$ cat src/rtl/hazard_pkg.sv
// Shared opcode/ALU constants, multdiv FSM state type and source-use predicates
// for the hazard_stall_ctrl pipeline interlock.
package hazard_pkg;

    localparam logic [4:0] OP_R    = 5'b00000;
    localparam logic [4:0] OP_J    = 5'b00001;
    localparam logic [4:0] OP_BNE  = 5'b00010;
    localparam logic [4:0] OP_JAL  = 5'b00011;
    localparam logic [4:0] OP_JR   = 5'b00100;
    localparam logic [4:0] OP_ADDI = 5'b00101;
    localparam logic [4:0] OP_BLT  = 5'b00110;
    localparam logic [4:0] OP_SW   = 5'b00111;
    localparam logic [4:0] OP_LW   = 5'b01000;
    localparam logic [4:0] OP_SETX = 5'b10101;

    localparam logic [4:0] ALU_MUL = 5'b00110;
    localparam logic [4:0] ALU_DIV = 5'b00111;

    typedef enum logic [1:0] {
        IDLE   = 2'd0,
        MD_RUN = 2'd1,
        MD_WB  = 2'd2
    } md_state_e;

    // Jumps and setx carry no rs operand.
    function automatic logic uses_a(input logic [4:0] opcode);
        return !(opcode == OP_J || opcode == OP_JAL || opcode == OP_SETX);
    endfunction

    function automatic logic uses_b(input logic [4:0] opcode);
        return (opcode == OP_R)  || (opcode == OP_SW) || (opcode == OP_BNE) ||
               (opcode == OP_JR) || (opcode == OP_BLT);
    endfunction

endpackage

$ cat src/rtl/md_sequencer.sv
// Multdiv sequencer: issues a single start pulse, holds MD_RUN until md_ready
// or timeout, then spends one MD_WB cycle before detection resumes.
module md_sequencer
    import hazard_pkg::*;
#(
    parameter int MD_TIMEOUT = 40,
    parameter int CNT_W      = $clog2(MD_TIMEOUT + 1)
) (
    input  logic      clock,
    input  logic      reset,
    input  logic      mul_div_i,
    input  logic      branch_i,
    input  logic      md_ready_i,
    output md_state_e state_o,
    output logic      md_start_o,
    output logic      md_busy_o,
    output logic      md_timeout_o
);

    md_state_e        state_q, state_d;
    logic [CNT_W-1:0] cnt_q, cnt_d;
    logic             timeout_q, timeout_d;
    logic             start;

    // NOTE: every signal written here gets a default first so no path leaves it unassigned (no latch).
    always_comb begin
        state_d   = state_q;
        cnt_d     = cnt_q;
        timeout_d = timeout_q;
        start     = 1'b0;
        unique case (state_q)
            IDLE: begin
                cnt_d = '0;
                if (mul_div_i && !branch_i) begin
                    start   = 1'b1;
                    state_d = MD_RUN;
                end
            end
            MD_RUN: begin
                cnt_d = cnt_q + CNT_W'(1);
                if (md_ready_i) begin
                    state_d = MD_WB;
                end else if (cnt_q == CNT_W'(MD_TIMEOUT - 1)) begin
                    timeout_d = 1'b1;
                    state_d   = MD_WB;
                end
            end
            MD_WB: begin
                cnt_d   = '0;
                state_d = IDLE;
            end
            default: begin
                cnt_d   = '0;
                state_d = IDLE;
            end
        endcase
    end

    // NOTE: sequential state uses non-blocking assignments so all registers update together.
    always_ff @(posedge clock) begin
        if (reset) begin
            state_q   <= IDLE;
            cnt_q     <= '0;
            timeout_q <= 1'b0;
        end else begin
            state_q   <= state_d;
            cnt_q     <= cnt_d;
            timeout_q <= timeout_d;
        end
    end

    // Outputs are forced low while reset is held, even before the reset edge lands.
    assign state_o      = state_q;
    assign md_start_o   = start && !reset;
    assign md_busy_o    = (state_q == MD_RUN) && !reset;
    assign md_timeout_o = timeout_q && !reset;

endmodule

$ cat src/rtl/hazard_stall_ctrl.sv
// Pipeline interlock: load-use stall, branch flush and multdiv hold control.
// Optional performance counters are built when HAZARD_PERF_EN is defined.
module hazard_stall_ctrl
    import hazard_pkg::*;
#(
    parameter int MD_TIMEOUT = 40,
    parameter int CNT_W      = $clog2(MD_TIMEOUT + 1)
) (
    input  logic        clock,
    input  logic        reset,
    input  logic [4:0]  fd_opcode,
    input  logic [4:0]  fd_readRegA,
    input  logic [4:0]  fd_readRegB,
    input  logic [4:0]  dx_opcode,
    input  logic [4:0]  dx_ALU_op,
    input  logic [4:0]  dx_rd,
    input  logic        x_branch_taken,
    input  logic        md_ready,
    output logic        stall_fd,
    output logic        stall_dx,
    output logic        bubble_dx,
    output logic        bubble_xm,
    output logic        flush_fd,
    output logic        md_start,
    output logic        md_busy,
`ifdef HAZARD_PERF_EN
    output logic [31:0] perf_stall_cycles,
    output logic [15:0] perf_flushes,
`endif
    output logic        md_timeout
);

    md_state_e md_state;
    logic      mul_div;
    logic      load_use;
    logic      flush;

    assign mul_div = (dx_opcode == OP_R) && (dx_ALU_op == ALU_MUL || dx_ALU_op == ALU_DIV);

    md_sequencer #(
        .MD_TIMEOUT (MD_TIMEOUT),
        .CNT_W      (CNT_W)
    ) u_md_seq (
        .clock        (clock),
        .reset        (reset),
        .mul_div_i    (mul_div),
        .branch_i     (x_branch_taken),
        .md_ready_i   (md_ready),
        .state_o      (md_state),
        .md_start_o   (md_start),
        .md_busy_o    (md_busy),
        .md_timeout_o (md_timeout)
    );

    always_comb begin
        load_use  = 1'b0;
        flush     = 1'b0;
        stall_fd  = 1'b0;
        stall_dx  = 1'b0;
        bubble_dx = 1'b0;
        bubble_xm = 1'b0;
        flush_fd  = 1'b0;
        if (!reset) begin
            // Register 0 is hardwired, so a load targeting it never blocks decode.
            load_use = (md_state == IDLE) && (dx_opcode == OP_LW) && (dx_rd != 5'd0) &&
                       ((uses_a(fd_opcode) && dx_rd == fd_readRegA) ||
                        (uses_b(fd_opcode) && dx_rd == fd_readRegB));
            flush     = x_branch_taken && (md_state != MD_RUN);
            stall_fd  = md_busy || (load_use && !flush);
            stall_dx  = md_busy;
            bubble_xm = md_busy;
            bubble_dx = load_use || flush;
            flush_fd  = flush;
        end
    end

`ifdef HAZARD_PERF_EN
    logic [31:0] perf_stall_q;
    logic [15:0] perf_flush_q;

    always_ff @(posedge clock) begin
        if (reset) begin
            perf_stall_q <= '0;
            perf_flush_q <= '0;
        end else begin
            if (stall_fd && perf_stall_q != '1) perf_stall_q <= perf_stall_q + 32'd1;
            if (flush_fd && perf_flush_q != '1) perf_flush_q <= perf_flush_q + 16'd1;
        end
    end

    assign perf_stall_cycles = perf_stall_q;
    assign perf_flushes      = perf_flush_q;
`endif

endmodule
$ cat config.mk
export PLATFORM = sky130hd
export DESIGN_NAME = hazard_stall_ctrl
export DESIGN_NICKNAME = d
export VERILOG_FILES = /design/src/rtl/hazard_pkg.sv /design/src/rtl/md_sequencer.sv /design/src/rtl/hazard_stall_ctrl.sv
export SDC_FILE = /design/constraint.sdc
export NUM_CORES = 1
export LEC_CHECK = 0
export ABC_AREA = 0
export CAP_MARGIN = 30
export CORE_ASPECT_RATIO = 1.25
export CORE_UTILIZATION = 36
export DETAILED_ROUTE_END_ITERATION = 8
export PLACE_DENSITY = 0.82
export SYNTH_ARGS = -nofsm -noshare
export SYNTH_HDL_FRONTEND = slang
export SYNTH_SLANG_ARGS = --single-unit
$ cat constraint.sdc
create_clock -name clock -period 3.9 [get_ports clock]
set_input_delay 1.17 -clock clock [delete_from_list [all_inputs] [get_ports clock]]
set_output_delay 1.17 -clock clock [all_outputs]
set_load 0.05 [all_outputs]
# Yosys cells after proc, flatten, opt, wreduce, memory -nomap -nowiden
# Cells that the tools add are included.
[word_totals]
regBits = 9
in_bits = 34
word_cells = 66
[op_classes]
n_addsub = 1
eq_ne = 17
muxes = 10
bitwise_logic = 2
n_reduce_logical = 33
[op_table]
columns = ["operator", "count"]
rows = [
  ["$eq 5x3->1 const B", 5],
  ["$logic_and 1x1->1", 12],
  ["$eq 5x2->1 const B", 2],
  ["$eq 5x5->1", 2],
  ["$logic_not 5->1", 2],
  ["$logic_or 1x1->1", 10],
  ["$add 6x1->6 const B", 1],
  ["$eq 6x6->1 const B", 1],
  ["$mux 1", 6],
  ["$mux 2", 3],
  ["$eq 5x1->1 const B", 1],
  ["$eq 5x4->1 const B", 1],
  ["$eq 5x5->1 const B", 1],
  ["$reduce_bool 5->1", 1],
  ["$logic_not 1->1", 4],
  ["$ne 2x1->1 const B", 2],
  ["$pmux 2 s2", 1],
  ["$ne 3x2->1 const B", 1],
  ["$reduce_and 3->1", 1],
  ["$eq 2x1->1 const B", 1],
  ["$logic_not 2->1", 1],
  ["$not 1->1", 2],
  ["$reduce_and 2->1", 1],
  ["$reduce_or 2->1", 1],
]

# Logic depth before layout (Yosys ltp)
# Gate-level depths: netlist of the first run.
[logic_depth]
word_depth = 11
depth_mapped = 5

# Cells and area by module
# From an unflattened synthesis of the first run, not the netlist that was laid out.
[hier_totals]
cells_unflattened = 71
hier_area_um2 = 611.8
[modules_own_cells]
columns = ["module", "instances", "cells_each", "area_per_inst_um2", "seq_area_each_um2"]
rows = [
  ["md_sequencer", 1, 38, 360.3, 180.2],
  ["hazard_stall_ctrl", 1, 33, 251.5, 0.0],
]

# Least setup slack after synthesis of the first run
# OpenSTA, ideal clock, no wires.
[synth_path]
path_kind = "input to output"
startpoint = "input port dx_opcode[1]"
endpoint = "output port md_start"
arrival_ps = 2512
required_ps = 2730
setup_slack_ps = 218
stages = 3
path_cell_list = "nor4_2 -> nand2_1 -> nor4_2"
[synth_between]
elab_chain_cells = 6
[synth_lines]
columns = ["element", "line", "rtl"]
rows = [
  ["from (decl)", "hazard_stall_ctrl.sv:14", "input logic [4:0] dx_opcode,"],
  ["$logic_not 5->1", "hazard_stall_ctrl.sv:38", "assign mul_div = (dx_opcode == OP_R) && (dx_ALU_op == ALU_MUL || dx_ALU_op == ALU_DIV);"],
  ["$logic_and 1x1->1", "hazard_stall_ctrl.sv:38", ""],
  ["$logic_and 1x1->1", "md_sequencer.sv:34", "if (mul_div_i && !branch_i) begin"],
  ["$mux 1", "md_sequencer.sv:34", ""],
  ["$mux 1", "md_sequencer.sv:31", "unique case (state_q)"],
  ["$logic_and 1x1->1", "md_sequencer.sv:74", "assign md_start_o = start && !reset;"],
  ["to (decl)", "hazard_stall_ctrl.sv:24", "output logic md_start,"],
]
# No other way between the ends.

# Worst setup path after layout of the first run
[layout_path]
startpoint = "input port dx_rd[3]"
endpoint = "output port stall_fd"
[layout_between]
elab_chain_cells = 7
word_cells_on_any_way = 11
classes_between = "eq/ne: 2; mux: 1; reduce/logical: 8"
[layout_lines]
columns = ["element", "line", "rtl"]
rows = [
  ["from (decl)", "hazard_stall_ctrl.sv:16", "input logic [4:0] dx_rd,"],
  ["$eq 5x5->1 (on tied branches)", "hazard_stall_ctrl.sv:66, hazard_stall_ctrl.sv:67", ""],
  ["$logic_and 1x1->1 (on tied branches)", "hazard_stall_ctrl.sv:66, hazard_stall_ctrl.sv:67", ""],
  ["$logic_or 1x1->1", "hazard_stall_ctrl.sv:66", "((uses_a(fd_opcode) && dx_rd == fd_readRegA) ||"],
  ["$logic_and 1x1->1 *", "hazard_stall_ctrl.sv:65", "load_use = (md_state == IDLE) && (dx_opcode == OP_LW) && (dx_rd != 5'd0) &&"],
  ["$logic_and 1x1->1 *", "hazard_stall_ctrl.sv:69", "stall_fd = md_busy || (load_use && !flush);"],
  ["$logic_or 1x1->1 *", "hazard_stall_ctrl.sv:69", ""],
  ["$mux 1 *", "hazard_stall_ctrl.sv:63", "if (!reset) begin"],
  ["to (decl)", "hazard_stall_ctrl.sv:19", "output logic stall_fd,"],
]
# Every way passes the cells marked *; elsewhere a longest branch is shown, timed or not.

==> metrics, run 1 <==
Crit Path Max Fanout 3; routed wire length 1540 um; Top FF cell, synth dfxtp_1; internal power 0.000172 W; Slew HR 73.0%; starting density of the core 38.7%; Hold WS 0.458 ns; Die X 38.6 um; WS Path Type primary input to output port; Die Y 47.8 um; final hold violations 0; Req. time, crit path 2.73 ns; layout cells sized above 1 17.9%; Seq pwr share 40.4%; VDD IR max 0.000103 V; area of the core 0.00156 mm^2; CTS tree yes; largest net degree at the start of global routing 9; syn_nets 105; # IOs 42; Iteration-0 DRC Markers 5; Syn-to-layout area delta 93.0%; unrepaired setup endpoints after global routing false; clk buf depth 2; top cells by count, synth nor2_1, dfxtp_1, xor2_1, xnor2_1, nand2_1; top post-synthesis cells by area dfxtp_1, xor2_1, nor2_1; vias in the first global route 634; Final min period 3.82 ns; FF+latch count, synth 9; CTS Buf Count 3; Distinct cells, synth 31; initial antenna violation count 0; static leakage 0.521 nW; Worst Hold Class register to register; vias per inst 5.13; Pwr Total 0.000228 W; CP arrival 2.65 ns; final std cells w/o fill 130; first-pass GRT wire length 2350 um; GPL Wtd Cong 0.677; drt pass-1 iters 3; sw frac 24.3%; number of flops mapped to enable cells by yosys 0; Setup Total Neg Slack 0 ns; Max H-tree Level 1; Gate Count Post-Synth 70; register area share after synthesis 29.8%; top-count cell post-synth nor2_1; # hold bufs at CTS 0; clock power share 31.1%; clock slew at reported path FFs 0.06 ns; CP Capture Type output port; Synth async-reset ratio 0%; Root Buffer clkbuf_4; FP Rows 16; P_sw 0.0000553 W; nets 148; Gate power share 28.5%; critical path launch point type primary input; gr usage total 18.5%; f_max 262 MHz; syn avg cell area 8.63 um^2; Syn. warnings 0; status finished, final reports clean; later-pin clock latency in the skew report 0.26 ns; Power Dens Cells 195 mW/mm^2; slew at the pin closest to its max-slew limit 0.401 ns; Mapped Area 604 um^2; remaining global-route overflow 0; fin crit share 97.9%; Die ar. 0.00185 mm^2; largest area contributor in the netlist dfxtp_1; dpl cells 126; DRC violation count after routing 0; CTS Sinks 9; final antenna-violating net count 0; Synth top area share 29.8%; Setup Skew 0.00382 ns; port bufs 40; Setup Viol. Count Final 0; ANT cells 0; Pins Over Slew Limit 0; max cap viols 0; WL/cell 11.8 um; Vias 667
critical path, stage by stage:
cell and delay (ns):
clkdlybuf4s50_1 0.47, xor2_1 0.19, a211oi_2 0.17, a22oi_2 0.12
o31ai_2 0.30, clkbuf_16 0.22
cell usage in the layout (no fill, tap or decap), types with 2 or more instances in the layout:
cell type	netlist	final
nor4_2	2	3
nor2_1	13	13
nand3_1	2	2
clkbuf_4	0	3
a211oi_2	1	2
dfxtp_1	9	9
dlymetal6s2s_1	0	10
xor2_1	9	9
clkdlybuf4s50_1	0	21
buf_12	0	7
xnor2_1	5	5
nor3_1	2	2
nand2_1	4	4
flip-flops by register name, summed over array words and instances (netlist names):
name                cells
u_md_seq.cnt_q          6
u_md_seq.state_o        2
u_md_seq.timeout_q      1
stage by stage:
step	worst slack [ns]	utilization, %	cell area [um^2]
floorplan	0.218	-	604
global placement	-0.0239	70.1	1090
detailed placement	-0.0481	70.1	1090
CTS	0.0159	71.7	1120
global route	0.0124	74.7	1170
finish	0.0825	74.7	1170
final cells by class:
cell class | instances | area [um^2]
repair buffers | 41 | 517
multi-input cells | 57 | 417
fillers | 118 | 395
flip-flops and latches | 9 | 180
clock buffers | 4 | 26.3
well taps | 18 | 22.5
inverters | 1 | 3.75
routing by layer:
layer,global-route usage [%],wire length [um]
met3,6.51,158
met1,15.1,521
met4,10.3,11
met5,0,0
met2,37.0,845
power groups by stage:
stage	clock network (W)	logic [W]	registers (W)
after floorplan	0	0.0000186	0.0000940
after global placement	0	0.0000635	0.0000940
after detailed placement	0	0.0000646	0.0000940
after CTS	0.0000732	0.0000644	0.0000919
after global routing	0.0000794	0.0000687	0.0000918
final	0.0000709	0.0000649	0.0000919
final timing paths:
kind         slack (ns)                start  cells past startpoint             endpoint
max reg2reg        2.69  u_md_seq.state_o[0]                      4  u_md_seq.state_o[0]
min                0.46    u_md_seq.cnt_q[0]                      1    u_md_seq.cnt_q[0]
max                0.08             dx_rd[3]                      6             stall_fd
min reg2reg        0.46    u_md_seq.cnt_q[0]                      1    u_md_seq.cnt_q[0]
cells by family (layout without fill, tap and decap cells):
| group | count (synthesis) | after routing | share of synthesized area (%) |
|---|---|---|---|
| xor+xnor | 14 | 14 | 20.3 |
| simple gates | 35 | 35 | 34.0 |
| flops | 9 | 9 | 29.8 |
| buf+inv | 4 | 46 | 3.93 |
| compound gates | 7 | 7 | 9.94 |
| fa+ha+maj | 1 | 1 | 2.07 |
repair_timing:
action	CTS	global route
buffers inserted	0	0
endpoints found under the setup margin	1	2
endpoints found under the hold margin	0	0
pin swaps	3	6
resized for setup	1	14
Power figures use the tool's default switching activity.
==> run 2: changes to the inputs <==
--- a/config.mk
+++ b/config.mk
@@ -10,7 +10,7 @@
 export CORE_ASPECT_RATIO = 1.25
 export CORE_UTILIZATION = 36
 export DETAILED_ROUTE_END_ITERATION = 8
-export PLACE_DENSITY = 0.82
+export PLACE_DENSITY = 0.78
 export SYNTH_ARGS = -nofsm -noshare
 export SYNTH_HDL_FRONTEND = slang
 export SYNTH_SLANG_ARGS = --single-unit
==> run 2 against run 1 <==
Compared with the run above: clock skew barely moved; cell count is 0.77% higher; fmax fell by 0.58%; non-clock buffer count up 1; critical path depth did not move; critical endpoint unchanged; routed wire length is 3.2% lower; sequential cell count did not move; worst setup slack got worse by 0.022 ns; register-to-register slack lost 0.03 ns.
==> metrics, run 2 (synthesized netlist as in run 1, its figures left out) <==
status finished, final reports clean; CP arrival 2.67 ns; flop2flop setup slack 2.66 ns; crit path cell chain clkdlybuf4s50_1 -> xor2_1 -> nor4_2 -> a22oi_2 -> o31ai_4 -> clkbuf_16; commonest non-fill, non-tap cell in the layout clkdlybuf4s50_1; placed wire-length estimate 1250 um; Setup crit start dx_rd[1]; later-pin clock latency in the skew report 0.26 ns; hold endpoint u_md_seq.cnt_q[0]; Final min period 3.84 ns; Setup Skew 0.00340 ns; static leakage 0.461 nW; Worst Hold Class register to register; slew at the pin closest to its max-slew limit 0.346 ns; layout cells sized above 1 21.2%; drt pass-1 iters 2; VDD IR max 0.000101 V; area of the multi-input gates 439 um^2; GPL Wtd Cong 0.706; R2R depth 4; Power Dens Cells 200 mW/mm^2; vias per inst 4.99; clk buf depth 2; Die X 38.6 um; clock slew at reported path FFs 0.06 ns; Setup Viol. Count Final 0; Worst R2R End u_md_seq.cnt_q[1]; Req. time, crit path 2.73 ns; # hold bufs at CTS 0; CTS Sinks 9; Pins Over Slew Limit 0; ANT cells 0; area of the core 0.00156 mm^2; Top reg by flops u_md_seq.cnt_q; nets 149; initial antenna violation count 0; setup bufs post-CTS 0; first-pass GRT wire length 2080 um; gr usage total 16.7%; max cap viols 0; f_max 260 MHz; CTS tree yes; Vias 654; remaining global-route overflow 0; Hold WS 0.450 ns; WL/cell 11.4 um; critical path launch point type primary input; port bufs 40; largest net degree at the start of global routing 9; routed wire length 1490 um; Iteration-0 DRC Markers 4; fin crit share 98.5%; Crit Path Max Fanout 2; CP max stage cell clkdlybuf4s50_1; FP Rows 16; CP max stage delay 0.43 ns; Slew HR 76.9%; Bufs and invs on worst path 2; CTS Buf Count 3; Root Buffer clkbuf_4; CP Capture Type output port; CP delay by family, top buffers and inverters; Register Area 180 um^2; Die Y 47.8 um; starting density of the core 38.7%; Die ar. 0.00185 mm^2; final hold violations 0; fill count 125; HP Start u_md_seq.cnt_q[0]; Max H-tree Level 1; r2r startpoint u_md_seq.state_o[1]; DRC violation count after routing 0; Hold Path Cell Cnt 1; Final Cell Area 0.00116 mm^2; WS Path Type primary input to output port; placed cell areas 0.00109 mm^2; vias in the first global route 551; Syn-to-layout area delta 92.8%; # IOs 42; most frequent cells in the layout clkdlybuf4s50_1, nor2_1, xor2_1, dfxtp_1, buf_12; Largest register FFs 6; Setup Total Neg Slack 0 ns; final antenna-violating net count 0
-- run 2: through the flow --
stage / utilization, % / total power (W) / instances / setup WS (ns)
2_1_floorplan: - / 0.000113 / 70 / 0.218
3_3_place_gp: 69.8 / 0.000158 / 127 / -0.0369
3_5_place_dp: 69.8 / 0.000159 / 127 / -0.0598
4_1_cts: 71.5 / 0.000232 / 131 / 0.0114
5_1_grt: 74.6 / 0.000243 / 131 / -0.0106
6_report: 74.6 / 0.000233 / 131 / 0.0601
-- run 2: worst max path at each step --
| stage | to | cells past startpoint |
|---|---|---|
| 2_1_floorplan | md_start | 3 |
| 3_5_place_dp | stall_fd | 6 |
| 5_1_grt | stall_fd | 6 |
| 6_report | stall_fd | 6 |
| 3_3_place_gp | stall_fd | 6 |
| 4_1_cts | stall_fd | 6 |
-- run 2: metal layers --
metal | part of all wire (%) | track usage [%]
met5 | 0 | 0
met4 | 2.2 | 10.3
met3 | 8.9 | 6.51
met2 | 55 | 29.0
met1 | 34 | 16.6
-- run 2: worst register-to-register path, stage by stage (launching register included) --
cell and delay, ns:
dfxtp_1 0.32, nand2b_1 0.14, or2_1 0.33, inv_2 0.17, and2_1 0.19
-- run 2: repair_timing --
item	4_1_cts	5_1_grt
pin swaps	3	5
setup endpoints to repair	1	2
resized for setup	1	9
-- run 2: final cells by class --
type | count | area share [%]
Clock buffer | 3 | 1.93
Inverter | 1 | 0.322
Sequential cell | 9 | 15.5
Multi-Input combinational cell | 57 | 37.7
Clock inverter | 1 | 0.430
Tap cell | 18 | 1.93
Timing Repair Buffer | 42 | 42.2
-- run 2: power breakdown --
part	total, W	internal (W)	switching, W
Clock	0.0000724	0.0000379	0.0000345
Sequential	0.0000919	0.0000919	0.00000000821
Combinational	0.0000683	0.0000432	0.0000250
Total	0.000233	0.000173	0.0000596
